<file path="src/rtl/alu_cmd_issuer.sv">
// Queues ALU commands in a small FIFO and issues them one at a time to a registered ALU.
// Each result is returned in command order with its tag and a divide-by-zero flag.
module alu_cmd_issuer #(
  parameter int DEPTH   = 4,
  parameter int LATENCY = 1,
  parameter int TAG_W   = 4
) (
  input  logic                   clock,
  input  logic                   reset,
  input  logic                   cmd_valid,
  output logic                   cmd_ready,
  input  logic [3:0]             cmd_in1,
  input  logic [3:0]             cmd_in2,
  input  logic [2:0]             cmd_opcode,
  output logic [3:0]             alu_in1,
  output logic [3:0]             alu_in2,
  output logic [2:0]             alu_opcode,
  input  logic [7:0]             alu_out,
  output logic                   rsp_valid,
  input  logic                   rsp_ready,
  output logic [7:0]             rsp_result,
  output logic [2:0]             rsp_opcode,
  output logic [TAG_W-1:0]       rsp_tag,
  output logic                   rsp_err,
  output logic                   busy,
  output logic [$clog2(DEPTH):0] fifo_count
);
  localparam int PW  = $clog2(DEPTH);
  localparam int CW  = PW + 1;
  localparam int WCW = (LATENCY < 1) ? 1 : $clog2(LATENCY + 1);

  typedef enum logic [1:0] {S_IDLE, S_WAIT, S_RESP} state_t;

  typedef struct packed {
    logic [3:0]       in1;
    logic [3:0]       in2;
    logic [2:0]       op;
    logic [TAG_W-1:0] tag;
  } entry_t;

  entry_t           mem_q [DEPTH];
  entry_t           head, entry_in;
  state_t           state_q, state_d;
  logic [WCW-1:0]   wait_q, wait_d;
  logic [PW-1:0]    wr_ptr_q, wr_ptr_d, rd_ptr_q, rd_ptr_d;
  logic [CW-1:0]    count_q, count_d;
  logic [TAG_W-1:0] tag_q, tag_d, cur_tag_q, cur_tag_d;
  logic             cmd_ready_q, cmd_ready_d, cur_err_q, cur_err_d;
  logic [3:0]       alu_in1_q, alu_in1_d, alu_in2_q, alu_in2_d;
  logic [2:0]       alu_op_q, alu_op_d;
  logic             rsp_valid_q, rsp_valid_d, rsp_err_q, rsp_err_d;
  logic [7:0]       rsp_result_q, rsp_result_d;
  logic [2:0]       rsp_opcode_q, rsp_opcode_d;
  logic [TAG_W-1:0] rsp_tag_q, rsp_tag_d;
  logic             push, pop;

  assign head     = mem_q[rd_ptr_q];
  assign entry_in = '{in1: cmd_in1, in2: cmd_in2, op: cmd_opcode, tag: tag_q};
  assign push     = cmd_valid & cmd_ready_q;
  assign pop      = (state_q == S_IDLE) && (count_q != '0);

  always_comb begin
    state_d      = state_q;
    wait_d       = wait_q;
    wr_ptr_d     = wr_ptr_q;
    rd_ptr_d     = rd_ptr_q;
    count_d      = count_q;
    tag_d        = tag_q;
    cur_tag_d    = cur_tag_q;
    cur_err_d    = cur_err_q;
    alu_in1_d    = alu_in1_q;
    alu_in2_d    = alu_in2_q;
    alu_op_d     = alu_op_q;
    rsp_valid_d  = rsp_valid_q;
    rsp_result_d = rsp_result_q;
    rsp_opcode_d = rsp_opcode_q;
    rsp_tag_d    = rsp_tag_q;
    rsp_err_d    = rsp_err_q;

    if (push) begin
      wr_ptr_d = wr_ptr_q + 1'b1;
      tag_d    = tag_q + 1'b1;
    end
    if (push && !pop) begin
      count_d = count_q + 1'b1;
    end else if (pop && !push) begin
      count_d = count_q - 1'b1;
    end
    // Ready is a pure function of occupancy; a pop in the same cycle never frees a slot early.
    cmd_ready_d = (count_d != CW'(DEPTH));

    case (state_q)
      S_IDLE: begin
        if (pop) begin
          rd_ptr_d  = rd_ptr_q + 1'b1;
          alu_in1_d = head.in1;
          alu_in2_d = head.in2;
          alu_op_d  = head.op;
          cur_tag_d = head.tag;
          cur_err_d = (head.op == 3'b011) && (head.in2 == 4'h0);
          wait_d    = WCW'(LATENCY);
          state_d   = S_WAIT;
        end
      end
      S_WAIT: begin
        if (wait_q == '0) begin
          rsp_valid_d  = 1'b1;
          rsp_result_d = cur_err_q ? 8'h00 : alu_out;
          rsp_opcode_d = alu_op_q;
          rsp_tag_d    = cur_tag_q;
          rsp_err_d    = cur_err_q;
          state_d      = S_RESP;
        end else begin
          wait_d = wait_q - 1'b1;
        end
      end
      S_RESP: begin
        if (rsp_ready) begin
          rsp_valid_d = 1'b0;
          state_d     = S_IDLE;
        end
      end
      default: state_d = S_IDLE;
    endcase
  end

  always_ff @(posedge clock) begin
    if (!reset) begin
      state_q      <= S_IDLE;
      wait_q       <= '0;
      wr_ptr_q     <= '0;
      rd_ptr_q     <= '0;
      count_q      <= '0;
      tag_q        <= '0;
      cur_tag_q    <= '0;
      cur_err_q    <= 1'b0;
      cmd_ready_q  <= 1'b0;
      alu_in1_q    <= '0;
      alu_in2_q    <= '0;
      alu_op_q     <= '0;
      rsp_valid_q  <= 1'b0;
      rsp_result_q <= '0;
      rsp_opcode_q <= '0;
      rsp_tag_q    <= '0;
      rsp_err_q    <= 1'b0;
    end else begin
      state_q      <= state_d;
      wait_q       <= wait_d;
      wr_ptr_q     <= wr_ptr_d;
      rd_ptr_q     <= rd_ptr_d;
      count_q      <= count_d;
      tag_q        <= tag_d;
      cur_tag_q    <= cur_tag_d;
      cur_err_q    <= cur_err_d;
      cmd_ready_q  <= cmd_ready_d;
      alu_in1_q    <= alu_in1_d;
      alu_in2_q    <= alu_in2_d;
      alu_op_q     <= alu_op_d;
      rsp_valid_q  <= rsp_valid_d;
      rsp_result_q <= rsp_result_d;
      rsp_opcode_q <= rsp_opcode_d;
      rsp_tag_q    <= rsp_tag_d;
      rsp_err_q    <= rsp_err_d;
    end
  end

  // Storage needs no reset: the pointers and count define which entries are live.
  always_ff @(posedge clock) begin
    if (push) begin
      mem_q[wr_ptr_q] <= entry_in;
    end
  end

  assign cmd_ready  = cmd_ready_q;
  assign alu_in1    = alu_in1_q;
  assign alu_in2    = alu_in2_q;
  assign alu_opcode = alu_op_q;
  assign rsp_valid  = rsp_valid_q;
  assign rsp_result = rsp_result_q;
  assign rsp_opcode = rsp_opcode_q;
  assign rsp_tag    = rsp_tag_q;
  assign rsp_err    = rsp_err_q;
  assign busy       = (state_q != S_IDLE) || (count_q != '0);
  assign fifo_count = count_q;

endmodule

</file>
<file path="config.mk">
export PLATFORM = sky130hd
export DESIGN_NAME = alu_cmd_issuer
export DESIGN_NICKNAME = d
export VERILOG_FILES = /design/src/rtl/alu_cmd_issuer.sv
export SDC_FILE = /design/constraint.sdc
export NUM_CORES = 1
export LEC_CHECK = 0
export ABC_AREA = 1
export BUFFER_PORTS_ARGS = -buffer_cell sky130_fd_sc_hd__buf_4
export CAP_MARGIN = 20
export CORE_MARGIN = 4
export CORE_UTILIZATION = 59
export CTS_BUF_LIST = sky130_fd_sc_hd__clkbuf_2
export CTS_CLUSTER_DIAMETER = 150
export DETAILED_ROUTE_END_ITERATION = 8
export GPL_TIMING_DRIVEN = 0
export HOLD_SLACK_MARGIN = 0.12
export PLACE_DENSITY_LB_ADDON = 0.1
export SLEW_MARGIN = 20
export SYNTH_ARGS = -nofsm -noshare
export SYNTH_HDL_FRONTEND = slang
export SYNTH_SLANG_ARGS = --single-unit
</file>
<file path="constraint.sdc">
create_clock -name clock -period 2.3 [get_ports clock]
set_input_delay 0.23 -clock clock [delete_from_list [all_inputs] [get_ports clock]]
set_output_delay 0.23 -clock clock [all_outputs]
set_load 0.02 [all_outputs]
</file>
==> qor.csv, run 1 <==
stage,metric,value,unit
outcome,status,completed,
worst_setup_path,"Max FO, Critical Path",15,
global_routing,gr usage total,21.1,%
worst_setup_path,critical-path cell list,nand2_1 > clkbuf_1 > nor2_2,
cts,post-CTS setup buffer count,0,
cts,clock sink total,110,
global_routing,global-route wire length before repair,14200,um
placement,DP HPWL,5900,um
synth,post-synth cell types,28,
placement,GPL Wtd Cong,0.736,
synth,Yosys Warn Count,0,
synth,ys flop type,edfxtp_1,
synth,Commonest cells post-synth,"64 x nand2_1, 60 x edfxtp_1, 50 x dfxtp_1, 49 x nor2_1, 44 x o21ai_0",
run,Max-Cap Viols,0,
floorplan,Die Span Y,93.2,um
sta,final setup fails,0,
cts,htree depth,3,
drt,Detail Route Antenna Nets,0,
global_routing,M3 GR Usage,4.02,%
worst_setup_path,required time of the worst setup path,2.51,ns
cts,hold_buf cts,21,
global_routing,GR peak layer,met2,
floorplan,io pins,56,
worst_setup_path,crit path capture type,flip-flop,
worst_setup_path,CP max stage cell,nor2_2,
power_and_ir_drop,Leak,2.15,nW
sta,unrepaired setup endpoints after global routing,false,
worst_setup_path,crit start category,flip-flop,
worst_setup_path,kind of critical path,flip-flop to flip-flop,
min_path,type of the worst min-delay path,input port to flip-flop,
drt,DRT iter0 DRCs,188,
synth,Syn Nets,446,
power_and_ir_drop,PnR Total Power,6.02,mW
sta,crit path time final,1.77,ns
sta,TNS Setup,0,ns
drt,Vias/cell,5.20,
global_routing,initial antenna violation count,0,
cells_and_area,diode count,0,
synth,flop and latch count out of synthesis,110,
synth,Cells after Synth,415,
cts,"Reg clk slew, reported paths",0.26,ns
sta,Final Max Slew Viols,0,
synth,sequential-to-total area share from yosys stat,65.5,%
cells_and_area,P&R area growth vs syn,21.1,%
placement,Port Buf Inserts,55,
synth,Synth area leaders,"edfxtp_1 42%, dfxtp_1 23%, nand2_1 5.6%",
cells_and_area,fill count,536,
worst_setup_path,slowest cell delay on critical path,0.72,ns
worst_setup_path,Worst EP arrival,1.99,ns
cts,clk_lat worst skew,0.56,ns
global_routing,vias in the first global route,3063,
sta,Final Hold Fails,0,
drt,vias post-DR,3138,
cts,clock buffer depth,2,
cts,CTS Buf Count,9,
sta,fin crit share,77.1,%
cts,Post-CTS Resized,0,
global_routing,met2 Usage GRT,37.9,%
synth,Netlist Area Pre-Place,4280,um2
drt,WL per Instance,14.6,um
drt,DR DRC count,0,
power_and_ir_drop,Pwr per Cell Area,1160,nW/um2
global_routing,met1 Use GR,25.6,%
synth,Synth Area per Inst,10.3,um2
worst_setup_path,CP bufs+invs,1,
synth,number of synthesized flops with an enable pin,60,
synth,Yosys top cell area share,42.1,%
floorplan,die area,8680,um2
global_routing,largest net degree at the start of global routing,18,
power_and_ir_drop,worst vdd ir,724,uV
global_routing,GR Overflow Total,0,
floorplan,Die W,93.2,um
floorplan,Initial Util,62.0,%
synth,asr flop ratio synth,0,%
cells_and_area,layout cells sized above 1,17.9,%
cts,CTS tree,yes,
worst_setup_path,"CP delay by family, top",simple AND/OR/NAND/NOR gates,
drt,total wire length,8820,um
synth,most common cell in the netlist,nand2_1,
synth,cell taking the most area after synthesis,edfxtp_1,
floorplan,core area,6910,um2
cells_and_area,Final #Nets,534,
sta,fmax,564,MHz
cts,CTS Root Cell,clkbuf_2,
drt,drt pass-1 iters,4,
floorplan,Rows,30,
sta,Worst Skew,0.0283,ns
sta,slew margin rel.,41.6,%
sta,worst slew pin tran,0.875,ns
cells in the final DEF, fill, tap and decap left out, types with 3 or more instances in the layout:
cell type      count
o22ai_1            8
inv_2              4
dfxtp_1           50
a22oi_1            5
buf_4             57
a21oi_1           26
ha_1               8
o21ai_0           44
a31oi_1            3
nand3_1           22
nor2_2             5
nor2_1            45
dlygate4sd3_1     21
edfxtp_1          60
nand2_1           64
clkbuf_2          10
clkbuf_1          11
inv_1             42
stage by stage:
stage	instances	hold WS [ns]	utilization, %	setup WS (ns)	area [um2]
CTS	604	0.172	75.1	0.452	5180
finish	604	0.193	75.1	0.526	5180
global placement	566	0.430	69.7	0.107	4810
detailed placement	567	0.433	70.1	0.464	4840
floorplan	415	0.329	-	0.515	4280
global route	604	0.171	75.1	0.311	5180
report_power, final:
part,total (mW),internal (mW),switching (mW)
logic,2.35,0.859,1.49
clock network,0.969,0.362,0.606
registers,2.70,2.48,0.218
per-layer routing:
metal  vias up  routed length (um)  part of all wire [%]
met2        80                4540                    51
met4         0                  80                  0.91
li1       1569                   -                     -
met3         7                 485                   5.5
met1      1482                3720                    42
met5         -                   0                     0
sequential cells by signal, indices dropped and copies added (netlist names), 3 cells and up, named ones only:
name        flops
cur_tag_q       4
alu_opcode      3
alu_in2         4
fifo_count      3
rsp_opcode      3
tag_q           4
mem_q          60
alu_in1         4
rsp_tag         4
rsp_result      8
kinds of logic after synthesis:
| kind of cell | Yosys count | share of synthesized area [%] |
|---|---|---|
| simple gates | 141 | 13.7 |
| buf+inv | 65 | 6.55 |
| xor+xnor | 2 | 0.409 |
| flops | 110 | 65.5 |
| compound gates | 89 | 11.5 |
| fa+ha+maj | 8 | 2.34 |
final timing paths:
check        cells past startpoint            end  slack [ns]          start
max                              3    mem_q[0][3]        0.53      cmd_ready
min reg2reg                      2  rsp_opcode[0]        0.46  rsp_opcode[0]
min                              5       tag_q[2]        0.19      cmd_valid
max reg2reg                      3    mem_q[0][3]        0.53      cmd_ready
final cells by class:
class	count	area (um2)	area share (%)
clock buffer	10	50.0	0.965
sequential	110	2800	54.1
timing repair buffer	77	638	12.3
inverter	46	173	3.33
multi-input combinational	240	1210	23.3
buffer	19	108	2.08
clock inverter	6	86.3	1.67
tap	96	120	2.32
worst register-to-register path, stage by stage, from the launching register on:
cell and delay (ns):
dfxtp_1 0.39, nand2_1 0.10, clkbuf_1 0.24, nor2_2 0.73
(Power assumes the default switching activity.)
==> inputs of run 2 (changes only) <==
--- a/config.mk
+++ b/config.mk
@@ -9,7 +9,7 @@
 export BUFFER_PORTS_ARGS = -buffer_cell sky130_fd_sc_hd__buf_4
 export CAP_MARGIN = 20
 export CORE_MARGIN = 4
-export CORE_UTILIZATION = 59
+export CORE_UTILIZATION = 54
 export CTS_BUF_LIST = sky130_fd_sc_hd__clkbuf_2
 export CTS_CLUSTER_DIAMETER = 150
 export DETAILED_ROUTE_END_ITERATION = 8
==> constraint.sdc (replaced) <==
create_clock -name clock -period 1.4 [get_ports clock]
set_input_delay 0.14 -clock clock [delete_from_list [all_inputs] [get_ports clock]]
set_output_delay 0.14 -clock clock [all_outputs]
set_load 0.02 [all_outputs]
==> run 2 against run 1 <==
The flow now finishes with violations (negative setup slack). Hold slack better by 0.13 ns. Flip-flop and latch count unchanged. Total power up 79%. First-iteration DRC count down 9.6%. Clock power up 39%. Sequential power up 68%. Register-to-register slack worse by 0.64 ns. Sequential share of layout area down 4.4 points. Final cell count up 5.8%. Non-clock buffer count up 29. Critical path type is now flip-flop to primary output. Highest routed layer unchanged.
==> qor.csv, run 2 (same netlist as run 1, synthesis figures left out) <==
stage,metric,value,unit,change
drt,DRT iter0 DRCs,170,,-9.6%
cts,CTS tree,yes,,
worst_setup_path,Worst EP arrival,1.38,ns,-0.61 ns
sta,Final Hold Fails,0,,unchanged
power_and_ir_drop,Pwr per Cell Area,1890,nW/um2,+63%
floorplan,die area,9410,um2,+8.4%
sta,slew margin rel.,55.1,%,+13 points
worst_setup_path,kind of critical path,flip-flop to primary output,,
floorplan,core area,7730,um2,+12%
global_routing,initial antenna violation count,0,,unchanged
floorplan,Rows,32,,+6.7%
cells_and_area,fill count,538,,+0.37%
cts,"Reg clk slew, reported paths",0.27,ns,about the same
outcome,status,"complete, but fails checks",,
cts,htree depth,3,,unchanged
sta,Final Max Slew Viols,0,,unchanged
floorplan,Initial Util,55.4,%,-6.6 points
sta,fin crit share,108,%,
worst_setup_path,crit start category,flip-flop,,
sta,Worst Skew,0.0356,ns,+0.00730 ns
drt,vias post-DR,3300,,+5.2%
worst_setup_path,crit path capture type,primary output,,
global_routing,vias in the first global route,3164,,+3.3%
worst_setup_path,reg-to-reg setup timing slack,-0.11,ns,-0.64 ns
cts,CTS Root Cell,clkbuf_2,,
worst_setup_path,FF-to-FF Start,state_q[0],,
sta,PnR worst setup slack,-0.116,ns,-0.642 ns
cells_and_area,diode count,0,,unchanged
power_and_ir_drop,PnR Total Power,10.7,mW,+79%
run,Max-Cap Viols,0,,unchanged
worst_setup_path,required time of the worst setup path,1.26,ns,-1.25 ns
drt,Vias/cell,5.16,,-0.60%
placement,Port Buf Inserts,55,,unchanged
cells_and_area,max reg flops,60,,unchanged
cells_and_area,Layout Cell Area excl Fill,5680,um2,+9.6%
placement,Post-DP Area,4860,um2,+0.49%
sta,worst slew pin tran,0.674,ns,-0.201 ns
drt,drt pass-1 iters,4,,unchanged
floorplan,io pins,56,,unchanged
power_and_ir_drop,worst vdd ir,860,uV,+19%
drt,total wire length,9850,um,+12%
cts,clk_lat worst skew,0.55,ns,about the same
sta,hold slack final,0.322,ns,+0.129 ns
placement,GPL Wtd Cong,0.777,,+5.6%
outcome,failing checks,negative setup slack,,
power_and_ir_drop,Leak,2.36,nW,+10%
floorplan,Die Span Y,97.0,um,+4.1%
worst_setup_path,Worst R2R Path Depth,9,,+6
cts,clock buffer depth,2,,unchanged
cells_and_area,P&R area growth vs syn,32.7,%,
worst_setup_path,Worst R2R End,rsp_err,,
sta,final setup fails,25,,+25
drt,DR DRC count,0,,unchanged
sta,crit path time final,1.52,ns,
cells_and_area,Top reg by flops,mem_q,,
cts,clock sink total,110,,unchanged
cells_and_area,Final #Nets,563,,+5.4%
cells_and_area,"commonest non-fill, non-tap cells in the layout","71 x buf_4, 60 x nand2_1, 60 x edfxtp_1, 44 x nor2_1, 41 x dfxtp_1",,
placement,DP HPWL,5970,um,+1.2%
cells_and_area,layout cells sized above 1,29.8,%,+12 points
global_routing,gr usage total,20.9,%,-0.29 points
sta,unrepaired setup endpoints after global routing,true,,
worst_setup_path,Crit. Startpoint,state_q[1],,
cells_and_area,"most common cell after layout, fill and taps aside",buf_4,,
min_path,type of the worst min-delay path,input port to flip-flop,,
drt,Detail Route Antenna Nets,0,,unchanged
sta,fmax,660,MHz,
worst_setup_path,"Max FO, Critical Path",4,,-11
global_routing,global-route wire length before repair,15700,um,+10%
floorplan,Die W,97.0,um,+4.1%
global_routing,GR Overflow Total,0,,unchanged
worst_setup_path,Worst Setup EP,busy,,
cts,CTS Buf Count,9,,unchanged
global_routing,largest net degree at the start of global routing,17,,-1
drt,WL per Instance,15.4,um,+5.6%
[run 2: cell count changes in the layout (fill, tap and decap cells not counted), moves of 4 or more]
| cell | previous run | this run |
|---|---|---|
| a22oi_1 | 5 | 0 |
| a22oi_2 | 2 | 7 |
| buf_12 | 0 | 6 |
| buf_4 | 57 | 71 |
| buf_6 | 2 | 13 |
| clkbuf_1 | 11 | 5 |
| dfxtp_1 | 50 | 41 |
| dfxtp_2 | 0 | 7 |
| nand2_1 | 64 | 60 |
| nor2_2 | 5 | 0 |
| nor2_4 | 0 | 6 |
| o21ai_0 | 44 | 36 |
| o21ai_2 | 0 | 5 |
[run 2: routing by layer]
layer / vias up / track usage [%] / wire length [um]
met5: - / 0 / 0
li1: 1628 / - / -
met4: 0 / 7.56 / 205
met1: 1557 / 27.9 / 4330
met3: 18 / 3.89 / 471
met2: 97 / 34.1 / 4850
[run 2: report_power, final]
| part | switching, mW | internal (mW) |
|---|---|---|
| Combinational | 2.80 | 2.07 |
| Sequential | 0.418 | 4.11 |
| Clock | 0.938 | 0.414 |
[run 2: worst min path at each step]
stage / depth (start not counted) / slack, ns / startpoint / end
after detailed placement: 1 / 0.35 / cmd_in1[1] / mem_q[0][12]
after global placement: 1 / 0.34 / cmd_in1[1] / mem_q[1][12]
after global routing: 2 / 0.26 / cmd_in1[3] / mem_q[1][14]
after CTS: 2 / 0.28 / cmd_in1[1] / mem_q[1][12]
final: 2 / 0.32 / cmd_in1[1] / mem_q[0][12]
after floorplan: 0 / 0.24 / cmd_in2[3] / mem_q[0][10]
[run 2: worst max-delay path: stages, from the launching register on]
cell     delay, ns
dfxtp_2       0.43
nor2_4        0.17
nand3_2       0.09
buf_6         0.14
[run 2: per-stage QoR]
stage | std cells | TNS [ns] | util [%] | worst slack [ns]
finish | 639 | -0.912 | 73.5 | -0.116
global route | 639 | -3.97 | 73.5 | -0.211
CTS | 630 | -0.431 | 71.3 | -0.130
detailed placement | 572 | -7.17 | 62.9 | -0.129
global placement | 572 | -6.13 | 62.9 | -0.105
floorplan | 415 | 0 | - | 0.0127
[run 2: what timing repair did]
item,CTS,global route
cloned,1,0
hold buffers,22,0
setup buffers,20,12
pin swaps,14,8
hold endpoints to repair,67,0
gates resized for setup,42,36
endpoints found under the setup margin,94,45
[run 2: cell type report]
| class | count | area (um2) | share of cell area [%] |
|---|---|---|---|
| clock buffer | 11 | 55.1 | 0.969 |
| timing repair buffer | 107 | 978 | 17.2 |
| inverter | 46 | 178 | 3.13 |
| multi-input combinational | 240 | 1360 | 23.9 |
| tap | 102 | 128 | 2.25 |
| clock inverter | 5 | 50.0 | 0.881 |
| buffer | 18 | 113 | 1.98 |
| sequential | 110 | 2820 | 49.6 |
